==> src/rtl/audio_tx_pkg.sv <==
// Shared types and helpers for the I2S audio transmitter.
// Holds the controller state enum and the sample saturation function.
package audio_tx_pkg;

  typedef enum logic {
    IDLE = 1'b0,
    RUN  = 1'b1
  } state_e;

  // Clamp a signed value to the signed range of an abits-wide sample.
  // The result is returned sign-extended; callers keep the low abits.
  function automatic logic signed [63:0] sat(
    input logic signed [63:0] v,
    input int unsigned        abits
  );
    logic signed [63:0] hi;
    logic signed [63:0] lo;
    hi = (64'sd1 <<< (abits - 32'd1)) - 64'sd1;
    lo = -(64'sd1 <<< (abits - 32'd1));
    if (v > hi) return hi;
    if (v < lo) return lo;
    return v;
  endfunction

endpackage

==> src/rtl/i2s_clk_div.sv <==
// Bit-clock divider: toggles bclk every BCLK_DIV clocks while enabled.
// Ports: clk_i, rst_i, en_i (run), bclk_o (registered), fall_tick_o.
module i2s_clk_div #(
  parameter int BCLK_DIV = 4
) (
  input  logic clk_i,
  input  logic rst_i,
  input  logic en_i,
  output logic bclk_o,
  output logic fall_tick_o
);
  import audio_tx_pkg::*;

  localparam int CW = (BCLK_DIV > 1) ? $clog2(BCLK_DIV) : 1;
  localparam logic [CW-1:0] LAST  = CW'(BCLK_DIV - 1);
  localparam logic [CW-1:0] C_ONE = CW'(1);

  logic [CW-1:0] cnt_q, cnt_d;
  logic          bclk_q, bclk_d;
  logic          wrap;

  assign wrap = en_i && (cnt_q == LAST);

  always_comb begin
    cnt_d  = cnt_q;
    bclk_d = bclk_q;
    if (!en_i) begin
      cnt_d  = '0;
      bclk_d = 1'b0;
    end else if (wrap) begin
      cnt_d  = '0;
      bclk_d = ~bclk_q;
    end else begin
      cnt_d = cnt_q + C_ONE;
    end
  end

  always_ff @(posedge clk_i or posedge rst_i) begin
    if (rst_i) begin
      cnt_q  <= '0;
      bclk_q <= 1'b0;
    end else begin
      cnt_q  <= cnt_d;
      bclk_q <= bclk_d;
    end
  end

  // High in the cycle whose closing edge drives bclk 1->0.
  assign fall_tick_o = wrap && bclk_q;
  assign bclk_o      = bclk_q;

endmodule

==> src/rtl/audio_i2s_tx.sv <==
// Stereo I2S transmitter fed by two show-ahead FIFOs, zero-fill on underflow.
// Ports: clock/reset, left/right FIFO read side, I2S pins, underflow pulse.
module audio_i2s_tx #(
  parameter int DATA_WIDTH = 32,
  parameter int AUDIO_BITS = 16,
  parameter int BCLK_DIV   = 4
) (
  input  logic                  clock,
  input  logic                  reset,
  input  logic [DATA_WIDTH-1:0] left_dout,
  input  logic                  left_empty,
  output logic                  left_rd_en,
  input  logic [DATA_WIDTH-1:0] right_dout,
  input  logic                  right_empty,
  output logic                  right_rd_en,
  output logic                  i2s_bclk,
  output logic                  i2s_lrclk,
  output logic                  i2s_sdata,
  output logic                  underflow
);
  import audio_tx_pkg::*;

  localparam int SW = 2 * AUDIO_BITS;
  localparam int KW = (SW > 1) ? $clog2(SW) : 1;
  localparam logic [KW-1:0] KMAX  = KW'(SW - 1);
  localparam logic [KW-1:0] LR_LO = KW'(AUDIO_BITS - 1);
  localparam logic [KW-1:0] LR_HI = KW'(SW - 2);
  localparam logic [KW-1:0] K_ONE = KW'(1);

  state_e          state_q, state_d;
  logic [KW-1:0]   k_q, k_d;
  logic [SW-1:0]   sh_q, sh_d;
  logic            sd_q, sd_d;
  logic            lr_q, lr_d;
  logic            lrd_q, lrd_d;
  logic            rrd_q, rrd_d;
  logic            uf_q, uf_d;
  logic            load;
  logic            have;
  logic            fall_tick;
  logic [AUDIO_BITS-1:0] lsat;
  logic [AUDIO_BITS-1:0] rsat;

  i2s_clk_div #(
    .BCLK_DIV(BCLK_DIV)
  ) u_div (
    .clk_i      (clock),
    .rst_i      (reset),
    .en_i       (state_q == RUN),
    .bclk_o     (i2s_bclk),
    .fall_tick_o(fall_tick)
  );

  assign have = !left_empty && !right_empty;
  assign lsat = AUDIO_BITS'(sat(64'($signed(left_dout)), AUDIO_BITS));
  assign rsat = AUDIO_BITS'(sat(64'($signed(right_dout)), AUDIO_BITS));

  always_comb begin
    state_d = state_q;
    k_d     = k_q;
    sh_d    = sh_q;
    sd_d    = sd_q;
    lr_d    = lr_q;
    lrd_d   = 1'b0;
    rrd_d   = 1'b0;
    uf_d    = 1'b0;
    load    = 1'b0;
    unique case (state_q)
      IDLE: begin
        if (have) begin
          state_d = RUN;
          k_d     = '0;
          load    = 1'b1;
        end
      end
      RUN: begin
        if (fall_tick) begin
          k_d  = (k_q == KMAX) ? '0 : k_q + K_ONE;
          load = (k_q == KMAX);
          sh_d = sh_q << 1;
          sd_d = sh_q[SW-2];
          lr_d = (k_d >= LR_LO) && (k_d <= LR_HI);
        end
      end
      default: ;
    endcase
    // A frame is only taken when both sides have a word, so the
    // left/right pairing survives an underflow on either FIFO.
    if (load) begin
      if (have) begin
        lrd_d = 1'b1;
        rrd_d = 1'b1;
        sh_d  = {lsat, rsat};
      end else begin
        sh_d = '0;
        uf_d = 1'b1;
      end
      sd_d = sh_d[SW-1];
      lr_d = (k_d >= LR_LO) && (k_d <= LR_HI);
    end
  end

  always_ff @(posedge clock or posedge reset) begin
    if (reset) begin
      state_q <= IDLE;
      k_q     <= '0;
      sh_q    <= '0;
      sd_q    <= 1'b0;
      lr_q    <= 1'b0;
      lrd_q   <= 1'b0;
      rrd_q   <= 1'b0;
      uf_q    <= 1'b0;
    end else begin
      state_q <= state_d;
      k_q     <= k_d;
      sh_q    <= sh_d;
      sd_q    <= sd_d;
      lr_q    <= lr_d;
      lrd_q   <= lrd_d;
      rrd_q   <= rrd_d;
      uf_q    <= uf_d;
    end
  end

  assign i2s_sdata   = sd_q;
  assign i2s_lrclk   = lr_q;
  assign left_rd_en  = lrd_q;
  assign right_rd_en = rrd_q;
  assign underflow   = uf_q;

endmodule

==> config.mk <==
export PLATFORM = sky130hd
export DESIGN_NAME = audio_i2s_tx
export DESIGN_NICKNAME = d
export VERILOG_FILES = /design/src/rtl/audio_tx_pkg.sv /design/src/rtl/i2s_clk_div.sv /design/src/rtl/audio_i2s_tx.sv
export SDC_FILE = /design/constraint.sdc
export NUM_CORES = 1
export LEC_CHECK = 0
export CAP_MARGIN = 5
export CORE_UTILIZATION = 46
export DETAILED_ROUTE_END_ITERATION = 10
export PLACE_DENSITY = 0.8
export SLEW_MARGIN = 20
export SYNTH_ARGS = -nofsm -noshare
export SYNTH_HDL_FRONTEND = slang
export SYNTH_SLANG_ARGS = --single-unit
==> constraint.sdc <==
create_clock -name clock -period 2.86 [get_ports clock]
set_input_delay 0.572 -clock clock [delete_from_list [all_inputs] [get_ports clock]]
set_output_delay 0.572 -clock clock [all_outputs]
set_load 0.02 [all_outputs]
==> results.yml <==
clocking:
  cts_resized: 0
  clockBufferDepth: 2
  ctsHoldBuffers: 0
  ctsHtreeMaxLevel: 2
  clockRootBuffer: "clkbuf_8"
  cts_made_buffers: 5
  cts_tree: "yes"
  cts_setup_buffers: 0
  cts.clk_slew.worst_paths_ns: 0.09
  worstSkewPairLatency_ns: 0.30
  cts.sinks: 44
yosys:
  synth.most_common_cell: "dfrtp_1"
  synth.avg_cell_area_um2: 9.54
  synth_top_area_share_pct: 47.5
  syn-instance-count: 243
  synthDistinctLibCells: 41
  synth-async-reset-ratio_pct: 100
  synth_area_um2: 2320
  yosys-top-cells-count: "44 x dfrtp_1, 36 x nor2_1, 29 x a22oi_1, 28 x o21ai_0, 14 x o21ai_1"
  yosysTopAreaCell: "dfrtp_1"
  synth.area.top_cells: "dfrtp_1 47%, a22oi_1 9.4%, o21ai_0 6.0%"
  synth_edf_count: 0
  yosysSeqAreaShare_pct: 47.5
  synth_seq_cells: 44
  syn_nets: 316
  ys.flop_type: "dfrtp_1"
  yosysWarnings: 0
power:
  power.density_nw_per_um2: 408
  power_uw: 1310
  ir_drop_uv: 260
  p_leak_uw: 0.00133
worst_setup_path:
  crit_chain: "ha_1 > and3_1 > ha_1 > and3_1 > o21ai_1 > inv_1 > nand2_2 > o21ai_0"
  critical_path.top_delay_family: "simple AND/OR/NAND/NOR gates"
  crit_path_end: "sh_q[10]"
  cp_slowest_cell: "dfrtp_1"
  crit_buf_inv: 1
  startpoint: "k_q[0]"
  cp.depth: 8
  cp_max_fo: 15
  critPathArrivalTime_ns: 2.53
  r2r_slack_ns: 0.54
  crit_type: "register to register"
  r2r_end: "sh_q[10]"
  startpoint_type: "register"
  cp_slowest_stage_delay_ns: 0.50
  end_kind: "register"
  r2r.worst_path.cells: 8
  r2r-start: "k_q[0]"
  critPathRequiredTime_ns: 3.07
sta:
  period_share_pct: 81.0
  hold_viol: 0
  rsz0062_at_grt: "no"
  post-route-min-period_ns: 2.32
  timing.setup.tns_ns: 0
  max_freq_mhz: 432
  tightest_slew_ns: 0.550
  finalSetupViolCount: 0
  drv_slew: 0
  clock_skew_ns: 0.00812
  hold_ws_ns: 0.437
  slew_headroom_pct: 63.3
detailed_routing:
  drc: 0
  vias: 2141
  drtIter0Drc: 133
  post_drt_wl_per_cell_um: 14.8
  viasPerCell: 5.62
  drt-total-wl_mm: 5.66
  drt-pass1-iter-count: 4
  ant_nets: 0
grt:
  grt_max_degree: 45
  grt_pass1_vias: 2058
  grt_usage_pct: 22.9
  grt_pass1_wl_mm: 9.42
  antenna_found_initial: 0
  overflow: 0
cells_and_area:
  drive_gt1_share_pct: 7.96
  syn_to_final_growth_pct: 38.1
  n_antenna_cell: 0
  n_fill_cell: 400
  stdcell_count: 381
  utilization_pct: 66.9
  nets: 386
die:
  initial_utilization_pct: 48.4
  ios: 74
  core_um2: 4790
  die_h_um: 73.0
  die_w_um: 73.0
  rows: 25
  die-area_um2: 5330
place:
  placed_cells: 373
  dp_hpwl_mm: 4.05
  gp_congestion: 0.792
  port_buffers: 73
job:
  maxCapViolCount: 0
min_path:
  worstHoldPathType: "register to register"
run_status:
  outcome: "finished clean"
-- through the flow --
step,setup slack (ns),area (um2)
after floorplan,0.842,2320
after global placement,0.593,3080
after detailed placement,0.561,3080
after CTS,0.543,3200
after global routing,0.347,3200
final,0.545,3200
-- metal layers --
layer	global-route usage (%)	part of all wire, %	vias up
li1	-	-	1042
met1	31.2	45	1021
met2	38.0	49	72
met3	3.87	4.8	6
met4	6.10	1.2	0
met5	0	0	-
-- sequential cells by signal (all words and copies together) (netlist names) --
| name | flops |
|---|---|
| k_q | 5 |
| sh_q | 31 |
| u_div.cnt_q | 2 |
| i2s_lrclk | 1 |
| underflow | 1 |
| right_rd_en | 1 |
| state_q | 1 |
| u_div.bclk_o | 1 |
| i2s_sdata | 1 |
-- worst min-delay path by stage --
| stage | end | slack, ns | startpoint | cells past startpoint |
|---|---|---|---|---|
| after CTS | u_div.cnt_q[0] | 0.44 | u_div.cnt_q[0] | 1 |
| after floorplan | u_div.cnt_q[0] | 0.41 | u_div.cnt_q[0] | 1 |
| after global placement | u_div.cnt_q[0] | 0.42 | u_div.cnt_q[0] | 1 |
| after detailed placement | u_div.cnt_q[0] | 0.43 | u_div.cnt_q[0] | 1 |
| after global routing | u_div.cnt_q[0] | 0.47 | u_div.cnt_q[0] | 1 |
| final | u_div.cnt_q[0] | 0.44 | u_div.cnt_q[0] | 1 |
-- worst register-to-register path: stages (launching register included) --
cell and delay [ns]:
dfrtp_1 0.50, ha_1 0.30, and3_1 0.19, ha_1 0.32, and3_1 0.25, o21ai_1 0.09, inv_1 0.14, nand2_2 0.20
o21ai_0 0.24
-- where the power goes --
part	switching (uW)	total [uW]	leakage [uW]	internal (uW)
Clock	218	504	0.0000614	286
Sequential	8.03	643	0.000585	635
Combinational	58.0	161	0.000679	103
-- logic make-up after synthesis --
kind of cell | Yosys count | share of synthesized area (%)
compound gates | 87 | 25.0
fa+ha+maj | 5 | 2.70
simple gates | 80 | 18.1
buf+inv | 24 | 5.34
mux | 2 | 0.971
flops | 44 | 47.5
xor+xnor | 1 | 0.378
-- cell type report --
class,instances,area [um2],area share (%)
Sequential cell,44,1100,34.4
Multi-Input combinational cell,175,1090,34.2
Timing Repair Buffer,78,768,24.0
Inverter,9,33.8,1.06
Clock inverter,2,38.8,1.21
Tap cell,67,83.8,2.62
Clock buffer,6,82.6,2.58
-- cell usage in the layout (no fill, tap or decap), types with 3 or more instances in the layout --
cell type	n
inv_1	9
nand2_1	7
nor3_1	4
o21ai_0	28
nor4_2	3
dfrtp_1	44
a22oi_1	29
nand4_1	9
buf_4	5
clkdlybuf4s50_1	73
o21ai_1	14
clkbuf_8	6
ha_1	5
nand3_1	3
nor4_1	6
nor2_1	36
(Power assumes the default switching activity.)
